<file path="src/rtl/irq_ctrl.sv">
// irq_ctrl: latches, masks and prioritises interrupt sources and runs an ACK/EOI handshake to the CPU
// Ports:
//   clk_i       system clock, all state changes on posedge
//   rst_ni      synchronous active-low reset
//   addr_i      bridge address, only [3:2] decoded (0 PEND, 1 MASK, 2 MODE, 3 VEC)
//   we_i        qualified write strobe
//   din_i       write data
//   dout_o      read data, combinational from addr_i[3:2]
//   irq_src_i   raw source lines, synchronous to clk_i
//   irq_o       registered request to the CPU, high only in PENDING
//   vector_o    index of the highest-priority masked-pending source
module irq_ctrl #(
    parameter int               N_SRC    = 3,
    parameter logic [N_SRC-1:0] MODE_RST = '0
) (
    input  logic             clk_i,
    input  logic             rst_ni,
    input  logic [31:0]      addr_i,
    input  logic             we_i,
    input  logic [31:0]      din_i,
    output logic [31:0]      dout_o,
    input  logic [N_SRC-1:0] irq_src_i,
    output logic             irq_o,
    output logic [4:0]       vector_o
);
    typedef enum logic [1:0] {IDLE = 2'd0, PENDING = 2'd1, INSERVICE = 2'd2} state_t;
    state_t           state_q;
    logic [N_SRC-1:0] pend_q, pend_d, mask_q, mode_q, prev_q, act;
    logic [4:0]       isr_idx_q, cur_vec;
    logic [1:0]       off;
    logic             any_act, wr_pend, wr_mask, wr_mode, wr_vec, ack, eoi, irq_q;
    logic             unused_bits;
    assign unused_bits = ^{addr_i, din_i};
    assign off     = addr_i[3:2];
    assign act     = pend_q & mask_q;
    assign any_act = |act;
    assign wr_pend = we_i && off == 2'd0;
    assign wr_mask = we_i && off == 2'd1;
    assign wr_mode = we_i && off == 2'd2;
    assign wr_vec  = we_i && off == 2'd3;
    // An ACK only counts while there is still something to acknowledge
    assign ack     = wr_vec && !din_i[31] && state_q == PENDING && any_act;
    assign eoi     = wr_vec && din_i[31] && state_q == INSERVICE;
    assign irq_o    = irq_q;
    assign vector_o = cur_vec;
    always_comb begin
        cur_vec = '0;
        for (int i = N_SRC - 1; i >= 0; i--)
            if (act[i]) cur_vec = 5'(i);
    end
    // Edge bits: a fresh edge beats a W1C or ACK clear in the same cycle
    always_comb begin
        pend_d = pend_q;
        for (int i = 0; i < N_SRC; i++)
            pend_d[i] = mode_q[i]
                ? (irq_src_i[i] && !prev_q[i]) ||
                  (pend_q[i] && !((wr_pend && din_i[i]) || (ack && cur_vec == 5'(i))))
                : irq_src_i[i];
    end
    always_comb begin
        dout_o = off == 2'd0 ? 32'(pend_q) :
                 off == 2'd1 ? 32'(mask_q) :
                 off == 2'd2 ? 32'(mode_q) :
                 {state_q, 9'b0, isr_idx_q, 7'b0, any_act, 3'b0, cur_vec};
    end
    always_ff @(posedge clk_i) begin
        if (!rst_ni) begin
            pend_q    <= '0;
            mask_q    <= '0;
            mode_q    <= MODE_RST;
            prev_q    <= '0;
            isr_idx_q <= '0;
            state_q   <= IDLE;
            irq_q     <= 1'b0;
        end else begin
            pend_q <= pend_d;
            prev_q <= irq_src_i;
            if (wr_mask) mask_q <= din_i[N_SRC-1:0];
            if (wr_mode) mode_q <= din_i[N_SRC-1:0];
            case (state_q)
                IDLE: if (any_act) begin
                    state_q <= PENDING;
                    irq_q   <= 1'b1;
                end
                PENDING: if (!any_act) begin
                    state_q <= IDLE;
                    irq_q   <= 1'b0;
                end else if (ack) begin
                    state_q   <= INSERVICE;
                    isr_idx_q <= cur_vec;
                    irq_q     <= 1'b0;
                end
                INSERVICE: if (eoi) state_q <= IDLE;
                default: begin
                    state_q <= IDLE;
                    irq_q   <= 1'b0;
                end
            endcase
        end
    end
endmodule
</file>
<file path="config.mk">
export PLATFORM = sky130hd
export DESIGN_NAME = irq_ctrl
export DESIGN_NICKNAME = d
export VERILOG_FILES = /design/src/rtl/irq_ctrl.sv
export SDC_FILE = /design/constraint.sdc
export NUM_CORES = 1
export LEC_CHECK = 0
export BUFFER_PORTS_ARGS = -buffer_cell sky130_fd_sc_hd__buf_4
export CAP_MARGIN = 20
export CELL_PAD_IN_SITES_DETAIL_PLACEMENT = 1
export CELL_PAD_IN_SITES_GLOBAL_PLACEMENT = 1
export CORE_MARGIN = 8
export CORE_UTILIZATION = 25
export DETAILED_ROUTE_END_ITERATION = 7
export PLACE_DENSITY_LB_ADDON = 0.1
export SLEW_MARGIN = 10
export SYNTH_ARGS = -nofsm -noshare
export SYNTH_HDL_FRONTEND = slang
export SYNTH_SLANG_ARGS = --single-unit
</file>
<file path="constraint.sdc">
create_clock -name clk_i -period 2.75 [get_ports clk_i]
set_input_delay 0.55 -clock clk_i [delete_from_list [all_inputs] [get_ports clk_i]]
set_output_delay 0.55 -clock clk_i [all_outputs]
set_load 0.01 [all_outputs]
</file>
==> results of run 1 <==
[flip-flops by register name, indices dropped and copies added, names as in the netlist]
register	count
mode_q	3
prev_q	3
pend_q	3
irq_o	1
state_q	2
isr_idx_q	2
mask_q	3
[per-stage QoR]
step,cells,worst slack [ps],hold slack (ps)
global placement,193,761.1,449.1
CTS,197,539.1,464.6
detailed placement,193,763.4,455.1
finish,197,557.0,456.7
global route,197,456.4,487.7
floorplan,148,844.4,430.3
[worst max-delay path, delay by kind of cell, from the launching register on]
family                 cells  cell delay [ps]
buffers and inverters      1              160
flip-flops                 1              400
AND/OR/NAND/NOR            2              340
multiplexers               1              490
[worst paths after layout]
kind	slack, ps	endpoint	depth (start not counted)
max reg2reg	1080	pend_q[0]	3
max	560	dout_o[0]	4
min	460	isr_idx_q[0]	2
min reg2reg	460	isr_idx_q[0]	2
[cell families (layout without fill, tap and decap cells)]
group,count (synthesis),count (layout),share of synthesized area
AO/OA/AOI/OAI,13,13,0.09113
multiplexers,10,10,0.1168
other,1,27,0.003501
flip-flops,17,17,0.3178
AND/OR/NAND/NOR,48,48,0.2605
buffers and inverters,33,30,0.2103
[synthesized netlist by cell type, types with 2 or more instances]
| cell type | n |
|---|---|
| and2_1 | 3 |
| and3_1 | 4 |
| and4bb_2 | 2 |
| buf_4 | 27 |
| clkbuf_1 | 3 |
| dfxtp_1 | 17 |
| inv_1 | 3 |
| mux2i_1 | 8 |
| mux4_2 | 2 |
| nand2_1 | 9 |
| nand3_1 | 3 |
| nand3b_1 | 6 |
| nand4_1 | 3 |
| nor2_1 | 10 |
| nor3_1 | 2 |
| o21ai_0 | 3 |
[final cells by class]
| type | instances | area [sq um] | share of cell area |
|---|---|---|---|
| multi-input cells | 98 | 603.1 | 0.4874 |
| flip-flops and latches | 17 | 340.3 | 0.2750 |
| repair buffers | 23 | 172.7 | 0.1395 |
| well taps | 52 | 65.06 | 0.05258 |
| clock buffers | 4 | 45.04 | 0.03640 |
| inverters | 3 | 11.26 | 0.009100 |
[power by group through the flow]
stage / combinational [mW] / clock [mW] / sequential (mW)
2_1_floorplan: 0.0788 / 0 / 0.267
3_3_place_gp: 0.0805 / 0 / 0.269
3_5_place_dp: 0.0823 / 0 / 0.269
4_1_cts: 0.0827 / 0.200 / 0.263
5_1_grt: 0.0924 / 0.217 / 0.265
6_report: 0.0835 / 0.195 / 0.263
[routing by layer]
layer | vias to the layer above | wire [microns] | global-route usage
li1 | 426 | - | -
met1 | 412 | 1329 | 0.1110
met2 | 28 | 1503 | 0.1551
met4 | 0 | 36 | 0.03214
met5 | - | 0 | 0
met3 | 5 | 193 | 0.02845
==> flow_summary.yaml, run 1 <==
worst_setup_path:
  rr_startpoint: "state_q[1]"
  criticalPathCategory: "reg2out"
  cp-end-kind: "output port"
  cp.required_ps: 2200
  cp-start-kind: "flop"
  startpoint: "pend_q[0]"
  crit_arrival_ps: 1640
  path_max_fanout: 5
  crit_slowest_cell: "mux4_2"
  cp_slowest_stage_delay_ps: 490
  cp_cell_sequence: "nand2_1, and3_1, mux4_2, buf_4"
layout:
  layout.nets: 216
  layout_commonest_cell: "conb_1"
  diodes: 0
  drive_above_1_share: 0.2207
  fillers: 512
  area_delta_synth_final_pct: 15.54
  final_cell_mix: "conb_1 (27), buf_4 (23), dfxtp_1 (17)"
  utilization: 0.2923
  fin_area_sq_um: 1237
logic_synthesis:
  yosys_warnings: 0
  synth_cell_type_count: 33
  syn_area_per_cell_sq_um: 8.779
  synthArstFlopShare: 0
  post-synth-top-area-cell: "dfxtp_1"
  synth_cells: 122
  syn_area_sq_um: 1071
  synth-main-ff-cell: "dfxtp_1"
  ys_seq_elements: 17
  ys_top_cells_by_area: "dfxtp_1 (32%), buf_4 (19%), mux2i_1 (7.5%), mux4_2 (4.2%), nand3b_1 (4.2%)"
  synth_top_cell_area_share: 0.3178
  seq_area_frac_synth: 0.3178
  synth_edf_count: 0
power:
  p_int_mw: 0.3906
  peakVddDrop_uv: 152.4
  p_per_area_nw_per_um2: 437.6
  p_sw_frac: 0.2786
  p_clk_frac: 0.360
  p_sw_mw: 0.1509
  total_leakage_power_nw: 0.5815
  power_frac_comb: 0.154
  pwr-share-seq: 0.486
  total_power_mw: 0.5415
global_routing:
  grtUsageTotal: 0.09323
  grt_antenna_before_repair: 0
  grt_pass1_vias: 947
  grt_overflow: 0
  grt_pass1_wl_microns: 4802
  grt_max_degree: 16
detailed_routing:
  vias_per_cell: 4.421
  wl_microns: 3063
  drtAntennaViolNets: 0
  vias: 871
  first_pass_iters: 4
  wl_per_cell_microns: 15.55
  drtIter0Drc: 66
  drc_errors: 0
clock_network:
  cts_tree: "built"
  htreeDepth: 1
  clock_latency_ps: 260
  clk_pin_slew_ps: 70
  hold_buffers: 0
  ctsResizeCount: 0
  cts_root_buffer: "clkbuf_8"
  cts_buffers: 3
  cts.sinks: 17
  post_cts_buffers: 0
  cts_buffer_depth: 2
timing:
  timing.fmax_mhz: 456.0
  hold_viol_final: 0
  fin_crit_sh: 0.7975
  final.min_clock_period_ps: 2193
  finalClockSkew_ps: 3.567
  setup_viol: 0
  finalMaxSlewViolations: 0
  setup_tns_ps: 0
  rsz0062_at_grt: "false"
floorplan:
  die_h_microns: 81.46
  rows: 24
  initial_utilization: 0.2530
  die_area_sq_um: 6635
  core_area_sq_um: 4234
  die_x_microns: 81.46
  io_pins: 108
flow_run:
  cap_violations: 0
hold_path:
  holdCritStartpoint: "isr_idx_q[0]"
  min_path_type: "reg2reg"
placement:
  port_buffers: 22
  gp_congestion: 0.6782
  detailed_place_hpwl_microns: 2354
  postPlaceCellArea_sq_um: 1192
run_status:
  status: "finished clean"
Power figures use the tool's default switching activity.
==> run 2, diff against run 1 <==
- CORE_UTILIZATION: 25 -> 23
- clock period: 2.75 -> 2.05 ns (I/O delays scaled with it)
==> run 2 against run 1 <==
  * First-iteration DRC count decreased by 14%
  * Flip-flop and latch count unchanged
  * Setup slack got worse by 500 ps
  * Clock-buffer cell count unchanged
  * Via count increased by 2.4%
  * Cell count increased by 1.5%
  * Register-to-register slack got worse by 730 ps
  * Largest cell class unchanged
  * Largest power group unchanged
  * Highest routed layer unchanged
==> flow_summary.yaml, run 2 (synthesis results as in run 1) <==
power:
  peakVddDrop_uv: 261.8
  total_leakage_power_nw: 0.5868
  p_clk_frac: 0.360
  pwr-share-seq: 0.485
  total_power_mw: 0.7279
  p_int_mw: 0.5240
  p_sw_mw: 0.2040
  p_sw_frac: 0.2802
  power_frac_comb: 0.155
  p_per_area_nw_per_um2: 579.5
detailed_routing:
  first_pass_iters: 4
  drtAntennaViolNets: 0
  drtIter0Drc: 57
  wl_per_cell_microns: 15.69
  wl_microns: 3138
  drc_errors: 0
  vias: 892
  vias_per_cell: 4.460
worst_setup_path:
  cp-end-kind: "output port"
  crit_arrival_ps: 1590
  criticalPathCategory: "reg2out"
  cp-start-kind: "flop"
  path_max_fanout: 5
  cp.required_ps: 1640
run_status:
  status: "finished clean"
clock_network:
  cts_tree: "built"
  hold_buffers: 0
  clk_pin_slew_ps: 70
  cts_root_buffer: "clkbuf_8"
  cts.sinks: 17
  clock_latency_ps: 260
  htreeDepth: 1
  cts_buffer_depth: 2
  cts_buffers: 3
timing:
  tightestPinTransition_ps: 663.4
  timing.fmax_mhz: 501.1
  final.min_clock_period_ps: 1996
  fin_crit_sh: 0.9735
  relSlewSlack: 0.5577
  setup_tns_ps: 0
  finalClockSkew_ps: 1.299
  finalMaxSlewViolations: 0
  hold_viol_final: 0
  setup_viol: 0
  rsz0062_at_grt: "false"
layout:
  area_delta_synth_final_pct: 17.29
  fillers: 556
  drive_above_1_share: 0.2603
  layout_commonest_cell: "conb_1"
  instances_no_fill: 200
  diodes: 0
  final_cell_mix: "conb_1 (27), buf_4 (24), dfxtp_1 (13)"
  layout.nets: 217
  utilization: 0.2732
floorplan:
  io_pins: 108
  die_h_microns: 84.24
  core_area_sq_um: 4598
  die_x_microns: 84.24
  rows: 25
  initial_utilization: 0.2329
  die_area_sq_um: 7096
global_routing:
  grt_pass1_wl_microns: 5202
  grt_max_degree: 16
  grt_pass1_vias: 996
  grtUsageTotal: 0.08924
  grt_antenna_before_repair: 0
  grt_overflow: 0
placement:
  post-place-cells: 196
  detailed_place_hpwl_microns: 2437
  port_buffers: 22
  gp_congestion: 0.7218
flow_run:
  cap_violations: 0
hold_path:
  min_path_type: "in2reg"
run 2: cell count changes in the layout (fill, tap and decap cells not counted):
cell	previous run	this run
and3_2	0	1
dfxtp_2	0	3
dfxtp_1	17	13
buf_4	23	24
and3_1	4	3
dfxtp_4	0	1
run 2: worst max-delay path: stages, from the launching register on:
cell and delay [ps]:
dfxtp_2 370, nand2_1 70, and3_2 240, mux4_2 490, buf_4 160
run 2: through the flow:
stage	hold slack, ps	area (sq um)	worst slack, ps
final	383.5	1256	54.27
after CTS	382.9	1249	10.65
after global placement	444.9	1202	222.4
after detailed placement	460.5	1202	223.4
after global routing	392.7	1256	6.104
after floorplan	430.3	1169	424.4
run 2: per-layer routing:
layer,GRT usage,vias to the layer above,share of wire
li1,-,425,-
met1,0.1051,435,0.45
met2,0.1455,30,0.48
met3,0.03872,2,0.069
met4,0.01884,0,0.0038
met5,0,-,0
run 2: path summary, 6_finish.rpt:
check                                   from      endpoint  slack [ps]  cells after the start
worst min register to register  isr_idx_q[0]  isr_idx_q[0]         470                      2
worst max register to register     mask_q[2]     pend_q[0]         350                      4
worst max-delay path               pend_q[0]     dout_o[0]          50                      4
worst min-delay path            irq_src_i[2]     prev_q[2]         380                      2
run 2: power by group through the flow:
| stage | sequential [mW] | combinational, mW | clock (mW) |
|---|---|---|---|
| floorplan | 0.358 | 0.106 | 0 |
| detailed placement | 0.361 | 0.111 | 0 |
| global route | 0.355 | 0.125 | 0.282 |
| CTS | 0.353 | 0.111 | 0.271 |
| global placement | 0.361 | 0.111 | 0 |
| finish | 0.353 | 0.113 | 0.262 |
run 2: final cells by class:
class                           instances  area, sq um  area share
Inverter                                3        11.26    0.008964
Timing Repair Buffer                   24        180.2      0.1434
Sequential cell                        17        347.8      0.2769
Tap cell                               54        67.56     0.05379
Clock buffer                            4        45.04     0.03586
Multi-Input combinational cell         98        604.3      0.4811
run 2: what timing repair did:
| action | CTS | global route |
|---|---|---|
| gates cloned | 0 | 0 |
| setup buffers | 0 | 0 |
| endpoints found under the setup margin | 1 | 2 |
| resized for setup | 1 | 5 |
